`config.mk`:
```
export PLATFORM = sky130hd
export DESIGN_NAME = buffer_reader
export DESIGN_NICKNAME = d
export VERILOG_FILES = /design/src/rtl/buffer_reader.sv
export SDC_FILE = /design/constraint.sdc
export NUM_CORES = 1
export LEC_CHECK = 0
export ABC_AREA = 1
export CORE_MARGIN = 1.5
export CORE_UTILIZATION = 56
export CTS_CLUSTER_SIZE = 8
export DETAILED_ROUTE_END_ITERATION = 12
export PLACE_DENSITY = 0.89
export SLEW_MARGIN = 20
export SYNTH_ARGS = -nofsm -noshare
export SYNTH_HDL_FRONTEND = slang
export SYNTH_SLANG_ARGS = --single-unit
```
`constraint.sdc`:
```
create_clock -name clk -period 4.1 [get_ports clk]
set_input_delay 0.82 -clock clk [delete_from_list [all_inputs] [get_ports clk]]
set_output_delay 0.82 -clock clk [all_outputs]
set_load 0.01 [all_outputs]
```
`src/rtl/buffer_reader.sv`:
```
// Read side of the UART receive ring buffer: fetches each newly written byte from the
// buffer RAM read port and offers it to the Morse encoder on a valid/ready handshake.
module buffer_reader #(
    parameter int ADDR_W     = 10,
    parameter int DATA_W     = 8,
    parameter int RD_LATENCY = 1
) (
    input  logic              clk,
    input  logic              rst,
    input  logic [ADDR_W-1:0] address_w,
    output logic [ADDR_W-1:0] address_r,
    output logic              rd_en,
    input  logic [DATA_W-1:0] data_r,
    output logic [DATA_W-1:0] tx_data,
    output logic              tx_valid,
    input  logic              tx_ready,
    input  logic              flush,
    output logic [ADDR_W-1:0] level,
    output logic              empty,
    output logic              overrun
);

    localparam int CNT_W = 2;
    localparam logic [CNT_W-1:0] LAT_CNT = CNT_W'(RD_LATENCY);

    typedef enum logic [1:0] {
        IDLE  = 2'd0,
        FETCH = 2'd1,
        HOLD  = 2'd2
    } state_t;

    state_t            state_q, state_d;
    logic [ADDR_W-1:0] rd_ptr_q, rd_ptr_d;
    logic [ADDR_W-1:0] address_w_q;
    logic [ADDR_W-1:0] addr_r_q, addr_r_d;
    logic              rd_en_q, rd_en_d;
    logic [DATA_W-1:0] tx_data_q, tx_data_d;
    logic              tx_valid_q, tx_valid_d;
    logic              overrun_q, overrun_d;
    logic [CNT_W-1:0]  cnt_q, cnt_d;

    logic              data_ok;
    logic              lap;

    assign level   = address_w - rd_ptr_q;
    assign empty   = (level == '0);
    // Writer moved this cycle and landed on the byte we last fetched: it has lapped us.
    assign lap     = (address_w != address_w_q) && (address_w == rd_ptr_q);
    // cnt_q counts FETCH cycles from the rd_en cycle; data_r is valid when it reaches the latency.
    assign data_ok = (cnt_q == LAT_CNT);

    assign address_r = addr_r_q;
    assign rd_en     = rd_en_q;
    assign tx_data   = tx_data_q;
    assign tx_valid  = tx_valid_q;
    assign overrun   = overrun_q;

    always_ff @(posedge clk) begin
        if (rst) begin
            state_q     <= IDLE;
            rd_ptr_q    <= '0;
            address_w_q <= '0;
            addr_r_q    <= '0;
            rd_en_q     <= 1'b0;
            tx_data_q   <= '0;
            tx_valid_q  <= 1'b0;
            overrun_q   <= 1'b0;
            cnt_q       <= '0;
        end else begin
            state_q     <= state_d;
            rd_ptr_q    <= rd_ptr_d;
            address_w_q <= address_w;
            addr_r_q    <= addr_r_d;
            rd_en_q     <= rd_en_d;
            tx_data_q   <= tx_data_d;
            tx_valid_q  <= tx_valid_d;
            overrun_q   <= overrun_d;
            cnt_q       <= cnt_d;
        end
    end

    always_comb begin
        state_d = state_q;
        if (flush) begin
            state_d = IDLE;
        end else begin
            case (state_q)
                IDLE:    if (!empty) state_d = FETCH;
                FETCH:   if (data_ok) state_d = HOLD;
                HOLD:    if (tx_valid_q && tx_ready) state_d = IDLE;
                default: state_d = IDLE;
            endcase
        end
    end

    always_comb begin
        rd_ptr_d   = rd_ptr_q;
        addr_r_d   = addr_r_q;
        rd_en_d    = 1'b0;
        tx_data_d  = tx_data_q;
        tx_valid_d = tx_valid_q;
        overrun_d  = overrun_q | lap;
        cnt_d      = cnt_q;
        if (flush) begin
            // Pre-edge address_w: a byte written in this same cycle is still read later.
            rd_ptr_d   = address_w;
            tx_valid_d = 1'b0;
            overrun_d  = 1'b0;
            cnt_d      = '0;
        end else begin
            case (state_q)
                IDLE: begin
                    if (!empty) begin
                        addr_r_d = rd_ptr_q + 1'b1;
                        rd_en_d  = 1'b1;
                        cnt_d    = '0;
                    end
                end
                FETCH: begin
                    if (data_ok) begin
                        tx_data_d  = data_r;
                        tx_valid_d = 1'b1;
                        rd_ptr_d   = addr_r_q;
                    end else begin
                        cnt_d = cnt_q + 1'b1;
                    end
                end
                HOLD: begin
                    if (tx_ready) tx_valid_d = 1'b0;
                end
                default: begin
                    tx_valid_d = 1'b0;
                end
            endcase
        end
    end

endmodule

```
==> results.md <==
* Status: completed
* Main flop type after synthesis: dfxtp_1
* Slowest-stage cell, CP: clkdlybuf4s50_1
* Routability cong. at approximately 0.9
* Clk buf depth at 2
* CTS tree: yes
* Mapped Cells at about 400
* Vias in the first global route at 2557
* Die area at 5205 um^2
* CP cell instances: clkdlybuf4s50_1 -> inv_1 -> ha_1 -> inv_2 -> fa_1 -> nand2_2 -> nand2_2 -> nand3_1 -> nand2_1 -> nand2_1 -> nand2_2 -> inv_1 -> clkdlybuf4s50_1
* Library cells used by synthesis at 30
* Maximum VDD drop at around 0.00025 V
* Final HPWL DP at slightly below 5000 um
* Fillers at 329
* Die X at approximately 70 um
* Crit path max-delay family: buffers and inverters
* Area after DPL at about 3300 um^2
* Initial antenna violation count at 0
* Largest net degree at the start of global routing at 23
* Core area at 4474 um^2
* Final non-filler cell area at ~3400 um^2
* R2r setup slk at between 1.5 and 2 ns
* Clock Pin Slew Worst Setup and Hold Paths at roughly 0.080 ns
* H-tree depth at 2
* Tcrit/Tclk final at 0.9378
* Vias per cell at 5.256
* Total number of vias at 2707
* Number of synthesized flops with an enable pin at 0
* DR pass1 iterations at 4
* Post-route ant nets at 0
* Slew Viols, Final at 0
* Synth-to-Final Area Change at 27.06%
* CP arrival at roughly 3.0 ns
* Setup violations, final at 0
* FMAX at roughly 260 MHz
* Crit Path Class: input port to primary output
* Starting Density at 0.5984
* Remaining Overflow, GRT at 0
* Avg WL per Cell at around 13 um
* Storage cell area at about 900 um^2
* Footprint of the multi-input gates at ~1500 um^2
* IO Count at 54
* Most Frequent Cell on Critical Path: nand2_2
* Clock Tree Root: clkbuf_8
* Minimum clock period at 3.845 ns
* Met2 global-route usage at 0.4691
* R2R cell count at 15
* Final hold viol count at 0
* Met1 GRT Util at 0.3429
* Busiest grt layer: met2
* Synth top cells by count: 94 x nand2_1, 66 x inv_1, 52 x nor2_1, 45 x dfxtp_1, 22 x nand3_1
* Most frequent cell after synthesis: nand2_1
* Warnings from Yosys at 0
* Net Count, Synth at ~440
* Site Rows at 24
* Die Y-Extent at between 70 and 80 um
* Gr usage total at 0.2689
* Syn avg cell area at approximately 6.6 um^2
* R2r startpoint: rd_ptr_q[0]
* Async SR Flop Fraction at 0
* CP Max Fanout at 4
* Top cells by area, synth: dfxtp_1 34%, nand2_1 13%, inv_1 9.3%
* Worst setup EP type: primary output
* Slew margin rel. at 0.3610
* Maxcap violations at 0
* CTS Buf Count at 5
* Total power at between 1 and 1.5 mW
* Drt drc at 0
* Pwr/cell area at 316.9 nW/um^2
* Worst Path Buf+Inv at 5
* Final Instance Count excl. Fillers at 515
* IO buf count at 53
* Synthesis-stage register bit count at 45
* Drt total wl at approximately 6600 um
* Placed cells at just over 500
* CP Launch Type: input port
* Slew at the pin closest to its max-slew limit at between 0.9 and 1 ns
* Share of layout cells above drive strength 1 at 0.08855
* Fin nets at a little under 500
* First-pass GRT wire length at ~11000 um
* Worst hold slack at 0.4846 ns
* Setup Skew at between 0.005 and 0.006 ns
* Worst path max stage delay at ~0.53 ns
* CP Capture Point: level[8]
* Post-synthesis sequential area ratio at 0.3364
* CP required at about 3.3 ns
* Later-pin clock latency in the skew report at around 0.29 ns
* R2r endpoint: cnt_q[0]
* Post-synthesis cell area at 2678 um^2
* Ant diodes at 0
* Grt met3 use at 0.04167
* Critical path depth at 13
* CTS sink count at between 40 and 50
* Post-synth top area share at 0.3364
* Leak pwr at around 1.6 nW
* RSZ-0062 raised after global routing: false
* DR iter-0 viols at 160
* CP startpoint: address_w[0]
* Worst min-delay path class: flip-flop to flip-flop
* Leading area contributor after synthesis: dfxtp_1
power breakdown:
part           switching, mW  internal [mW]
clock                  0.144          0.177
sequential            0.0160          0.457
combinational          0.154          0.129
total                  0.314          0.764
routing by layer:
layer | up-vias | part of all wire
li1 | 1362 | -
met1 | 1234 | 0.45
met2 | 101 | 0.49
met3 | 10 | 0.053
met4 | 0 | 0.011
met5 | - | 0
state kept, by name, indices dropped and copies added, names as in the netlist:
register,cells
rd_ptr_q,10
overrun,1
address_w_q,10
tx_valid,1
cnt_q,2
tx_data,8
rd_en,1
address_r,10
state_q,2
cell type report:
| type | instances | share of cell area |
|---|---|---|
| multi-input combinational | 273 | 0.4263 |
| clock inverter | 2 | 0.01030 |
| tap | 52 | 0.01912 |
| timing repair buffer | 61 | 0.1743 |
| clock buffer | 5 | 0.02023 |
| sequential | 45 | 0.2648 |
| inverter | 77 | 0.08496 |
cells by family after synthesis:
family | synth area share
adders and majority gates | 0.05888
and+or+nand+nor | 0.3706
buffers and inverters | 0.1238
AOI/OAI and AO/OA | 0.05794
xor gates and xnor gates | 0.05234
DFF | 0.3364
how the worst min path moves through the flow:
stage | startpoint | to | slack, ns | cells after the start
global route | tx_valid | tx_valid | 0.52 | 2
finish | overrun | overrun | 0.48 | 2
floorplan | cnt_q[1] | cnt_q[1] | 0.45 | 2
detailed placement | overrun | overrun | 0.46 | 2
global placement | overrun | overrun | 0.46 | 2
CTS | overrun | overrun | 0.49 | 2
stage by stage:
step | util | worst slack, ns | TNS (ns)
after floorplan | - | 0.8604 | 0
after global placement | 0.7355 | 0.06915 | 0
after detailed placement | 0.7355 | -0.008194 | -0.008194
after CTS | 0.7587 | 0.001796 | 0
after global routing | 0.7603 | 0.1699 | 0
final | 0.7603 | 0.2551 | 0
layout by cell type (no fill, tap or decap), drive strengths merged:
| cell | Yosys | layout |
|---|---|---|
| a21o | 1 | 1 |
| nand3b | 3 | 3 |
| inv | 68 | 68 |
| xor2 | 14 | 14 |
| xnor2 | 2 | 2 |
| dfxtp | 45 | 45 |
| clkinv | 9 | 10 |
| nor3b | 2 | 2 |
| nor2 | 64 | 64 |
| fa | 1 | 1 |
| clkbuf | 3 | 5 |
| clkdlybuf4s50 | 0 | 52 |
| nand2 | 102 | 102 |
| a31oi | 10 | 10 |
| ha | 11 | 11 |
| or2 | 4 | 4 |
| bufinv | 0 | 1 |
| a21oi | 8 | 8 |
| nand4 | 12 | 12 |
| o21ai | 9 | 9 |
| buf | 5 | 8 |
| nor4 | 3 | 3 |
| nand3 | 23 | 23 |
| nor3 | 4 | 4 |
| dlymetal6s2s | 0 | 1 |
tightest hold or removal path, stage by stage (launching register included):
cell and delay, ns:
dfxtp_1 0.34, a21oi_1 0.05, nor2_1 0.07
repair_timing:
action                     4_1_cts  5_1_grt
setup endpoints to repair        1        1
gates resized for setup          0        2
buffers inserted                 0        0
hold buffers                     0        0
pin swaps                        1        1
Power figures use the tool's default switching activity.
